### config.mk
export PLATFORM = sky130hd
export DESIGN_NAME = lut_layer_sequencer
export DESIGN_NICKNAME = d
export VERILOG_FILES = /design/src/rtl/lut_layer_sequencer.sv
export SDC_FILE = /design/constraint.sdc
export NUM_CORES = 2
export LEC_CHECK = 0
export CORE_MARGIN = 2
export CORE_UTILIZATION = 60
export CTS_CLUSTER_SIZE = 24
export DETAILED_ROUTE_END_ITERATION = 8
export PLACE_DENSITY_LB_ADDON = 0.1
export SLEW_MARGIN = 20
export SYNTH_ARGS = -nofsm -noshare
export SYNTH_HDL_FRONTEND = slang
export SYNTH_SLANG_ARGS = --single-unit
### constraint.sdc
create_clock -name clk -period 6.6 [get_ports clk]
set_input_delay 0.66 -clock clk [delete_from_list [all_inputs] [get_ports clk]]
set_output_delay 0.66 -clock clk [all_outputs]
set_load 0.005 [all_outputs]
### src/rtl/lut_layer_sequencer.sv
// Time-multiplexed LogicNets layer: one shared truth-table lookup is stepped over every
// neuron, with runtime-writable truth tables and input-bit connectivity per neuron.
module lut_layer_sequencer #(
  parameter int IN_BITS = 64,
  parameter int NEURONS = 16,
  parameter int FANIN   = 6,
  parameter int IDX_W   = 6,
  parameter int NID_W   = 4
) (
  input  logic               clk,
  input  logic               rst,
  input  logic               cfg_tt_we,
  input  logic               cfg_sel_we,
  input  logic [NID_W-1:0]   cfg_neuron,
  input  logic [FANIN-1:0]   cfg_addr,
  input  logic               cfg_tt_bit,
  input  logic [IDX_W-1:0]   cfg_sel_idx,
  output logic               cfg_reject,
  input  logic               s_valid,
  output logic               s_ready,
  input  logic [IN_BITS-1:0] s_data,
  output logic               m_valid,
  input  logic               m_ready,
  output logic [NEURONS-1:0] m_data,
  output logic               busy
);
  localparam int DEPTH  = 2**FANIN;
  localparam int SLOT_W = (FANIN > 1) ? $clog2(FANIN) : 1;

  typedef enum logic [1:0] {S_IDLE, S_EVAL, S_OUT} state_t;

  state_t             state, state_nxt;
  logic [DEPTH-1:0]   tt  [NEURONS];
  logic [IDX_W-1:0]   sel [NEURONS][FANIN];
  logic [IN_BITS-1:0] in_reg;
  logic [NEURONS-1:0] out_reg;
  logic [NID_W-1:0]   cnt;
  logic [FANIN-1:0]   addr;
  logic               accept, tt_ok, sel_ok;

  // Out-of-range select indices fall back to bit 0 so no X can reach the lookup.
  function automatic logic pick_bit(input logic [IN_BITS-1:0] v, input logic [IDX_W-1:0] i);
    pick_bit = (int'(i) < IN_BITS) ? v[i] : v[0];
  endfunction

  assign accept = s_valid && s_ready;
  assign tt_ok  = cfg_tt_we && (state == S_IDLE);
  assign sel_ok = cfg_sel_we && (state == S_IDLE) && (int'(cfg_addr) < FANIN);

  always_ff @(posedge clk) begin
    if (rst) state <= S_IDLE;
    else     state <= state_nxt;
  end

  always_comb begin
    state_nxt = state;
    case (state)
      S_IDLE: if (s_valid) state_nxt = S_EVAL;
      S_EVAL: if (cnt == NID_W'(NEURONS-1)) state_nxt = S_OUT;
      S_OUT:  if (m_ready) state_nxt = s_valid ? S_EVAL : S_IDLE;
      default: state_nxt = S_IDLE;
    endcase
  end

  always_comb begin
    s_ready = (state == S_IDLE) || ((state == S_OUT) && m_ready);
    m_valid = (state == S_OUT);
    busy    = (state == S_EVAL);
  end

  always_ff @(posedge clk) begin
    if (rst) begin
      cfg_reject <= 1'b0;
      cnt        <= '0;
    end else begin
      cfg_reject <= (cfg_tt_we && !tt_ok) || (cfg_sel_we && !sel_ok);
      if (accept)                cnt <= '0;
      else if (state == S_EVAL)  cnt <= cnt + 1'b1;
    end
  end

  always_ff @(posedge clk) begin
    if (rst) begin
      for (int n = 0; n < NEURONS; n++) begin
        tt[n] <= '0;
        for (int j = 0; j < FANIN; j++) sel[n][j] <= IDX_W'(j);
      end
    end else begin
      if (tt_ok)  tt[cfg_neuron][cfg_addr] <= cfg_tt_bit;
      if (sel_ok) sel[cfg_neuron][cfg_addr[SLOT_W-1:0]] <= cfg_sel_idx;
    end
  end

  // Stage: capture the accepted activation vector
  always_ff @(posedge clk) begin
    if (accept) in_reg <= s_data;
  end

  always_comb begin
    addr = '0;
    for (int j = 0; j < FANIN; j++) addr[j] = pick_bit(in_reg, sel[cnt][j]);
  end

  // Stage: one neuron lookup per cycle into the result vector
  always_ff @(posedge clk) begin
    if (rst)                   out_reg <= '0;
    else if (state == S_EVAL)  out_reg[cnt] <= tt[cnt][addr];
  end

  assign m_data = out_reg;
endmodule

==> flow_summary.yaml <==
critical_path:
  end_kind: "flop"
  path_class: "reg2reg"
  crit_arrival_ns: 6.77
  setup.worst_path.start_class: "flop"
  crit_path_max_fanout: 26
  critPathRequiredTime_ns: 7.26
synth:
  synth-seq-cells: 1691
  netlist_instances: 6572
  netlist_area_um2: 85700
  syn-mean-instance-area_um2: 13.0
  synth-seq-area-share_pct: 58.9
  yosys.area.top_type_share_pct: 58.3
  ys_top_cells_by_area: "edfxtp_1 (58%), mux4_2 (14%), o21bai_1 (9.5%)"
  synthesis.nets: 6663
  yosys.area.top_type: "edfxtp_1"
  synth-async-reset-ratio_pct: 0
  ys_types: 78
  synth_edf_count: 1664
  ys.flop_type: "edfxtp_1"
  yosysWarnings: 0
sta:
  relSlewSlack_pct: 14.3
  skew_ns: 0.0244
  finalCritPeriodShare_pct: 92.6
  timing.hold.ws_ns: 0.260
  fmax_mhz: 164
  hold_viol_final: 0
  finalWorstSetupSlack_ns: 0.486
  setup_viol: 0
  rsz0062_at_grt: "no"
  setup_tns_ns: 0
  fin_crit_ns: 6.11
  worst_slew_pin_slew_ns: 1.29
  slew_violations: 0
clock_network:
  cts_root_buf: "clkbuf_16"
  path_clk_slew_ns: 0.06
  clockBufferDepth: 3
  cts_hold_buf: 0
  h-tree-depth: 4
  clock_latency_ns: 0.82
  numCtsBuffers: 177
  cts_setup_buffers: 0
  cts.sinks: 1691
  cts_tree: "yes"
  post_cts_resized: 0
place:
  place_ws_ns: 0.620
  place.gp.congestion: 0.961
  dp.cells: 7902
  hpwl_um: 157000
  io_buffers: 106
die:
  initial_core_util_pct: 60.5
  die_y_um: 382
  pin_count: 107
  rows: 138
  die_x_um: 382
  dieArea_um2: 146000
  fp.coreArea_um2: 142000
global_route:
  grtUsageTotal_pct: 36.6
  grt_overflow: 0
  grt_max_degree: 278
  grt_pass1_wl_um: 385000
  first_global_vias: 54400
  antenna_found_initial: 11
route:
  vias: 57100
  drt_iter0_drc: 8203
  drc: 0
  drt-total-wl_um: 268000
  postRouteAntennaNets: 0
  drtPass1Iterations: 6
  wl_per_cell_um: 32.5
  viasPerCell: 6.93
layout:
  layout_commonest_cell: "edfxtp_1"
  fin_util_pct: 65.7
  largest_reg_flops: 1024
  area_growth_pct: 8.56
  stdcell_count: 8236
  final_layout_size_suffix_gt1_share_pct: 16.3
  nets: 6283
  final_cell_mix: "edfxtp_1 (1,664), nor2_1 (1,562), o21bai_1 (1,090), mux4_2 (529), nand2_1 (299)"
worst_hold_path:
  hold_class: "in2reg"
power:
  irDropWorstVdd_mv: 0.218
  p_per_area_nw_per_um2: 261
  leakage_uw: 0.0286
run:
  maxCapViolations: 0
run_status:
  status: "complete, no violations"
## layout make-up
cell class | count | area [µm²]
fillers | 10200 | 48600
repair buffers | 240 | 2190
clock inverters | 100 | 858
diodes | 12 | 30.0
multi-input cells | 4068 | 32300
inverters | 14 | 60.1
well taps | 1890 | 2360
flip-flops and latches | 1691 | 50500
clock buffers | 221 | 4720
## report_power, final
group / leakage [µW] / switching (µW) / internal (µW)
logic: 0.00868 / 1290 / 892
clock network: 0.00273 / 4270 / 5530
registers: 0.0171 / 184 / 12100
## worst paths after layout
path / startpoint / to / slack (ns) / cells past startpoint
worst max-delay path: flop / m_data[13] / 0.49 / 13
worst min-delay path: rst / state[0] / 0.26 / 2
worst max register to register: flop / m_data[13] / 0.49 / 13
worst min register to register: m_data[5] / m_data[5] / 0.51 / 2
## cells by family (layout without fill, tap and decap cells)
group | Yosys count | count (layout) | synth area share (%)
and+or+nand+nor | 2059 | 2059 | 9.49
DFF | 1691 | 1691 | 58.9
AOI/OAI and AO/OA | 1301 | 1301 | 11.5
buffers and inverters | 813 | 575 | 3.91
muxes | 701 | 701 | 16.1
adders and majority gates | 4 | 4 | 0.0584
xor gates and xnor gates | 3 | 3 | 0.0307
other | 0 | 12 | 0
## cell usage after synthesis, types with 27 or more instances
library cell / instances
dfxtp_1: 27
o21bai_1: 1090
o211ai_1: 32
nand2b_1: 32
nand2_1: 325
edfxtp_1: 1664
buf_1: 56
nor2_1: 1573
buf_2: 68
clkbuf_1: 639
nand3_1: 35
mux2i_1: 125
mux2_2: 34
mux4_2: 529
a21o_1: 33
## critical path, cell delays in order (launching register included)
cell and delay (ns):
dfxtp_4 0.60, mux4_2 0.58, a22oi_2 0.33, nand2_2 0.47
mux2i_1 0.24, mux2_2 0.28, nand4_1 0.11, o2111ai_2 0.36
o21ai_4 0.86, mux2_2 0.43, o311ai_1 0.44, a41oi_2 0.52
o311ai_0 0.54, o211ai_1 0.15
## layer usage
layer | GRT usage, % | vias to the layer above | part of all wire (%)
met5 | 0 | - | 0.026
li1 | - | 23600 | -
met4 | 19.3 | 10 | 5.9
met3 | 6.70 | 720 | 11
met1 | 49.1 | 28800 | 35
met2 | 57.7 | 3984 | 47
## through the flow
step / area (µm²) / total power [µW]
floorplan: 85700 / 13900
global placement: 87400 / 14600
detailed placement: 87400 / 14600
CTS: 93000 / 24200
global route: 93000 / 24800
finish: 93000 / 24300
No activity file was read; power rests on OpenSTA's default activity.
